## config.mk

```make
export PLATFORM = sky130hd
export DESIGN_NAME = nes_controller_reader
export DESIGN_NICKNAME = d
export VERILOG_FILES = /design/src/rtl/nes_controller_reader.sv
export SDC_FILE = /design/constraint.sdc
export NUM_CORES = 1
export LEC_CHECK = 0
export CAP_MARGIN = 40
export CORE_ASPECT_RATIO = 2
export CORE_MARGIN = 4
export CORE_UTILIZATION = 57
export CTS_CLUSTER_DIAMETER = 80
export DETAILED_ROUTE_END_ITERATION = 12
export PLACE_DENSITY = 0.79
export SLEW_MARGIN = 20
export SYNTH_ARGS = -nofsm -noshare
export SYNTH_HDL_FRONTEND = slang
export SYNTH_SLANG_ARGS = --single-unit
```

## constraint.sdc

```tcl
create_clock -name clk -period 2.3 [get_ports clk]
set_input_delay 0.46 -clock clk [delete_from_list [all_inputs] [get_ports clk]]
set_output_delay 0.46 -clock clk [all_outputs]
set_load 0.01 [all_outputs]
```

## src/rtl/nes_controller_reader.sv

```systemverilog
// NES/SNES-style gamepad poller: latches the controller, clocks out eight
// active-low button bits and publishes them as one active-high byte per frame.
module nes_controller_reader #(
  parameter int unsigned HALF_PERIOD = 300
) (
  input  logic       clk,
  input  logic       reset,
  input  logic       start,
  input  logic       nes_data,
  output logic       nes_latch,
  output logic       nes_clk,
  output logic [7:0] buttons,
  output logic       valid,
  output logic       busy
);

  // Wide enough to hold 2*HALF_PERIOD-1 without wrapping.
  localparam int unsigned CntW = $clog2(2 * HALF_PERIOD + 1);

  localparam logic [CntW-1:0] LatchLast = CntW'(2 * HALF_PERIOD - 1);
  localparam logic [CntW-1:0] HalfLast  = CntW'(HALF_PERIOD - 1);
  localparam logic [CntW-1:0] CntOne    = CntW'(1);

  localparam logic [2:0] IDLE    = 3'd0;
  localparam logic [2:0] LATCH   = 3'd1;
  localparam logic [2:0] READ_LO = 3'd2;
  localparam logic [2:0] READ_HI = 3'd3;
  localparam logic [2:0] DONE    = 3'd4;

  logic [2:0]      state,    stateNext;
  logic [CntW-1:0] phaseCnt, phaseCntNext;
  logic [2:0]      bitIdx,   bitIdxNext;
  logic [7:0]      shiftReg, shiftNext;

  always_comb begin
    stateNext    = state;
    phaseCntNext = phaseCnt;
    bitIdxNext   = bitIdx;
    shiftNext    = shiftReg;
    unique case (state)
      IDLE: begin
        if (start) begin
          stateNext    = LATCH;
          phaseCntNext = '0;
          bitIdxNext   = 3'd0;
          shiftNext    = 8'h00;
        end
      end
      LATCH: begin
        if (phaseCnt == LatchLast) begin
          stateNext    = READ_LO;
          phaseCntNext = '0;
          bitIdxNext   = 3'd0;
        end else begin
          phaseCntNext = phaseCnt + CntOne;
        end
      end
      READ_LO: begin
        if (phaseCnt == HalfLast) begin
          // Sample at the very end of the low phase, just before nes_clk rises.
          shiftNext[bitIdx] = ~nes_data;
          phaseCntNext      = '0;
          stateNext         = (bitIdx == 3'd7) ? DONE : READ_HI;
        end else begin
          phaseCntNext = phaseCnt + CntOne;
        end
      end
      READ_HI: begin
        if (phaseCnt == HalfLast) begin
          stateNext    = READ_LO;
          phaseCntNext = '0;
          bitIdxNext   = bitIdx + 3'd1;
        end else begin
          phaseCntNext = phaseCnt + CntOne;
        end
      end
      DONE: begin
        stateNext    = IDLE;
        phaseCntNext = '0;
        bitIdxNext   = 3'd0;
      end
      default: begin
        stateNext    = IDLE;
        phaseCntNext = '0;
        bitIdxNext   = 3'd0;
      end
    endcase
  end

  always_ff @(posedge clk or negedge reset) begin
    if (!reset) begin
      state    <= IDLE;
      phaseCnt <= '0;
      bitIdx   <= 3'd0;
      shiftReg <= 8'h00;
    end else begin
      state    <= stateNext;
      phaseCnt <= phaseCntNext;
      bitIdx   <= bitIdxNext;
      shiftReg <= shiftNext;
    end
  end

  // Outputs are registered from the next state so they line up with state cycle-for-cycle.
  always_ff @(posedge clk or negedge reset) begin
    if (!reset) begin
      nes_latch <= 1'b0;
      nes_clk   <= 1'b1;
      buttons   <= 8'h00;
      valid     <= 1'b0;
      busy      <= 1'b0;
    end else begin
      nes_latch <= (stateNext == LATCH);
      nes_clk   <= (stateNext != READ_LO);
      valid     <= (stateNext == DONE);
      busy      <= (stateNext != IDLE);
      if (stateNext == DONE) begin
        buttons <= shiftNext;
      end
    end
  end

endmodule

```

# Word level (Yosys, flattened, before mapping)
# Index checks and enable logic that the tools add are counted.
dict set report classes {
  muxes 20
  bitwise_logic 2
  n_reduce_logical 5
  addsub 2
  n_eq_ne 12
  n_lt_le_gt_ge 2
}
# op count
set op_table {}
lappend op_table {{$mux 10} 3}
lappend op_table {{$pmux 10 s3} 1}
lappend op_table {{$mux 3} 8}
lappend op_table {{$pmux 3 s4} 2}
lappend op_table {{$mux 8} 2}
lappend op_table {{$pmux 8 s2} 1}
lappend op_table {{$add 10x1->10 const B} 1}
lappend op_table {{$eq 10x10->1 const B} 1}
lappend op_table {{$eq 10x9->1 const B} 1}
lappend op_table {{$bwmux 8} 1}
lappend op_table {{$eq 3x1->1 const B} 2}
lappend op_table {{$eq 3x2->1 const B} 2}
lappend op_table {{$eq 3x3->1 const B} 2}
lappend op_table {{$ne 2x2->1 const B} 3}
lappend op_table {{$lt 3x4->1 const B} 1}
lappend op_table {{$reduce_and 4->1} 1}
lappend op_table {{$add 3x1->3 const B} 1}
lappend op_table {{$demux 1 s3} 1}
lappend op_table {{$ge 3x1->1 const B} 1}
lappend op_table {{$logic_not 3->1} 1}
lappend op_table {{$ne 3x2->1 const B} 1}
lappend op_table {{$reduce_bool 3->1} 1}
lappend op_table {{$not 1->1} 2}
lappend op_table {{$reduce_or 2->1} 1}
lappend op_table {{other kinds (2)} 2}
dict set report totals {
  output_inout_bits 12
  register_bits 36
}

# Depth between registers and ports, before layout
dict set report depth {
  depth_word 7
  mapped_depth 7
}

# Worst setup path after synthesis
# OpenSTA, ideal clock, no wires.
dict set report synth_path {
  path_type {reg-to-reg}
  from {reg phaseCnt[0]}
  to {reg buttons[4]}
  t_required_ns 2.172
  path_buffers 0
  path_slack_ns 0.300
  synth_period_minus_slack_ns 2.000
  stages_incl_launch_ff 7
  arrival_time_ns 1.872
  path_cell_list {dfrtp_1 ha_1 or2b_4 nor4_4 nand2_1 mux2i_1 mux2_1}
}
dict set report synth_between {
  elab_chain_len 4
  word_cells_on_any_way 9
  cone_classes {3 x eq/ne; 6 x mux}
}
# item line_no
set synth_lines {}
lappend synth_lines {{start, declared} 31} ;# logic [CntW-1:0] phaseCnt, phaseCntNext;
lappend synth_lines {{start signal, assigned} 98} ;# phaseCnt <= phaseCntNext;
lappend synth_lines {{$eq 10x9->1 or $eq 10x10->1 (tied branches)} {59, 69, 50}}
lappend synth_lines {{$mux 3, on equally long branches} {69, 50, 59}}
lappend synth_lines {{$pmux 3 s4} 40} ;# unique case (state)
lappend synth_lines {{$eq 3x3->1} 117} ;# if (stateNext == DONE) begin
lappend synth_lines {{end signal, assigned} 118} ;# buttons <= shiftNext;
lappend synth_lines {{end, declared} 12} ;# output logic [7:0] buttons,
# Several ways; a longest one is shown, not always the timed one.
# A chain may end at the register's enable or synchronous reset.

# Worst setup path in the final report
dict set report layout_path {
  from {reg phaseCnt[0]}
  to {reg buttons[6]}
}
# The elaborated chain is that of the path after synthesis.

==> out/metrics.csv <==
metric;value;unit
outcome;completed;
worstHoldPathType;register to register;
synth_area;1890;um^2
first_pass_iters;4;
place_ws;162;ps
gp_congestion;0.887;
antenna_cells;0;
clockBufferDepth;2;
multi_input_area;938;um^2
cts_max_level;2;
grt_remaining_overflow;0;
worstHoldStart;buttons[0];
syn_nets;198;
setup_tns;0;ps
rsz0062_at_grt;no;
swShare;0.233;
die_area;4370;um^2
layout_commonest_cell;dfrtp_1;
power_density;510;nW/um^2
layout.cells.non_filler;246;
power;1.12;mW
ant_nets;0;
nNetsFinal;221;
drt_iter0_markers;68;
setup_viol;0;
clk_pin_slew;80;ps
max_freq;462;MHz
syn-instance-count;191;
ys_seq_elements;36;
p_clk_frac;0.404;
place_inst;238;
cp_max_fo;6;
cts-root-buf;clkbuf_8;
grt_max_degree;37;
cp.required;2480;ps
dpl-instance-area;2100;um^2
cts_buffers;5;
cts_tree;built;
r2r_end;buttons[6];
syn_avg_cell_area;9.92;um^2
netlist-cell-type-count;47;
path_buf_inv;1;
fin_crit_sh;0.941;
cts.sinks;36;
antenna_found_initial;0;
end_kind;register;
cts_repair_resize_count;0;
p_comb_frac;0.023;
seqCellArea;902;um^2
slew_violations;0;
coreArea;3190;um^2
maxCapViolCount;0;
final_area;2190;um^2
holdPathEnd;buttons[0];
final_cell_mix;dfrtp_1 (35), nor2_1 (24), o21ai_0 (18);
crit_path_start_kind;register;
area_delta_synth_final;15.5;%
worstPathCellList;ha_1, or2b_4, nor4_4, buf_4, nand2_1, a221oi_1, nor2_1;
portBuffers;15;
worst-slew-pin-transition;571;ps
via_per_inst;6.37;
io_pins;16;
p_int;0.856;mW
fp-row-count;29;
detail_route.wl_per_cell;17.8;um
r2r_start;phaseCnt[0];
clock_latency;300;ps
drc;0;
min_path_cells;1;
hpwl;3220;um
reg2reg_depth;7;
max_stage_delay;410;ps
worst_slack;136;ps
die_h;89.5;um
seqPwrFrac;0.573;
start_util;0.593;
grt_pass1_wl;7660;um
crit_arrival;2350;ps
vias;1568;
critPathKind;register to register;
p_leak;0.949;nW
holdBufCountCts;0;
period_minus_slack;2160;ps
ys_seq_area_frac;0.476;
drive_gt1_frac;0.130;
hold_viol;0;
fillerInstances;263;
finalWirelength;4390;um
die_w;48.8;um
grt_util_all_layers;0.226;
yosysWarnings;0;
slew_headroom;0.617;
post_cts_buffers;0;
switchingPower;0.260;mW
critPathTopFamily;simple AND/OR/NAND/NOR gates;
ir_drop;0.000508;V
grt_pass1_vias;1596;
skew;12.6;ps
worst_path_max_delay_cell;dfrtp_1;
r2r_slack;140;ps
==> per-stage QoR <==
stage                util  hold slack, ps
finish              0.685             492
detailed placement  0.658             483
CTS                 0.685             501
global route        0.685             523
floorplan               -             164
global placement    0.658             472
==> area by class of cell <==
class,count,share of cell area
Timing Repair Buffer,20,0.0858
Clock inverter,3,0.00858
Sequential cell,36,0.412
Multi-Input combinational cell,142,0.429
Inverter,9,0.0154
Tap cell,31,0.0177
Clock buffer,5,0.0314
==> worst max-delay path by stage <==
stage,start,end,slack (ps),cells after the start
after floorplan,phaseCnt[0],buttons[4],300,6
after global placement,phaseCnt[0],buttons[1],290,6
after detailed placement,phaseCnt[0],buttons[6],160,7
after CTS,phaseCnt[0],buttons[6],140,7
after global routing,phaseCnt[0],buttons[6],0.8,7
final,phaseCnt[0],buttons[6],140,7
==> logic make-up after synthesis <==
logic type               Yosys count  share of synthesized area
flip-flops                        36                      0.476
AND/OR/NAND/NOR                   76                      0.250
adder cells (fa/ha/maj)            3                     0.0198
multiplexers                       4                     0.0218
AO/OA/AOI/OAI                     59                      0.203
buffers and inverters             13                     0.0284
==> power groups by stage <==
stage / combinational (mW) / clock [mW] / sequential, mW
CTS: 0.0263 / 0.459 / 0.639
global route: 0.0291 / 0.489 / 0.640
floorplan: 0.00417 / 0 / 0.651
finish: 0.0256 / 0.451 / 0.640
global placement: 0.0256 / 0 / 0.651
detailed placement: 0.0263 / 0 / 0.652
==> metal layers <==
layer / GRT usage / vias to the layer above / part of all wire
met1: 0.237 / 764 / 0.36
met3: 0.0367 / 12 / 0.036
met2: 0.418 / 52 / 0.58
met4: 0.132 / 0 / 0.029
met5: 0 / - / 0
li1: - / 740 / -
==> registers in the layout (all words and copies together) (netlist names), 3 cells and up <==
register and cells:
bitIdx 3, buttons 8, phaseCnt 10, shiftReg 8
state 3
==> cells in the mapped netlist, drive strengths merged <==
cell type,number,share of area
dfstp,1,0.014
nor3b,2,0.0079
nor2b,5,0.017
o22ai,4,0.017
o2bb2ai,1,0.0046
a311oi,1,0.0046
nand3,8,0.030
or2b,1,0.0059
or3,4,0.013
ha,3,0.020
a31oi,2,0.0066
o211ai,1,0.0040
nor2,24,0.048
dfrtp,35,0.46
a21oi,16,0.042
o21ai,19,0.050
buf,1,0.0040
nand3b,2,0.0079
o21bai,2,0.0079
a221oi,6,0.028
mux2,1,0.0059
a22o,3,0.014
and3,3,0.011
clkbuf,3,0.0066
nor3,3,0.014
nand2b,4,0.013
a21o,2,0.0079
inv,9,0.018
nand4bb,1,0.015
or2,1,0.0033
a2111oi,1,0.0079
or3b,1,0.0059
nor4,3,0.026
o22a,1,0.0092
mux2i,3,0.016
nor4bb,1,0.0053
nand2,12,0.024
and4,1,0.0046
Note: power is estimated with default switching activity, not from simulation.
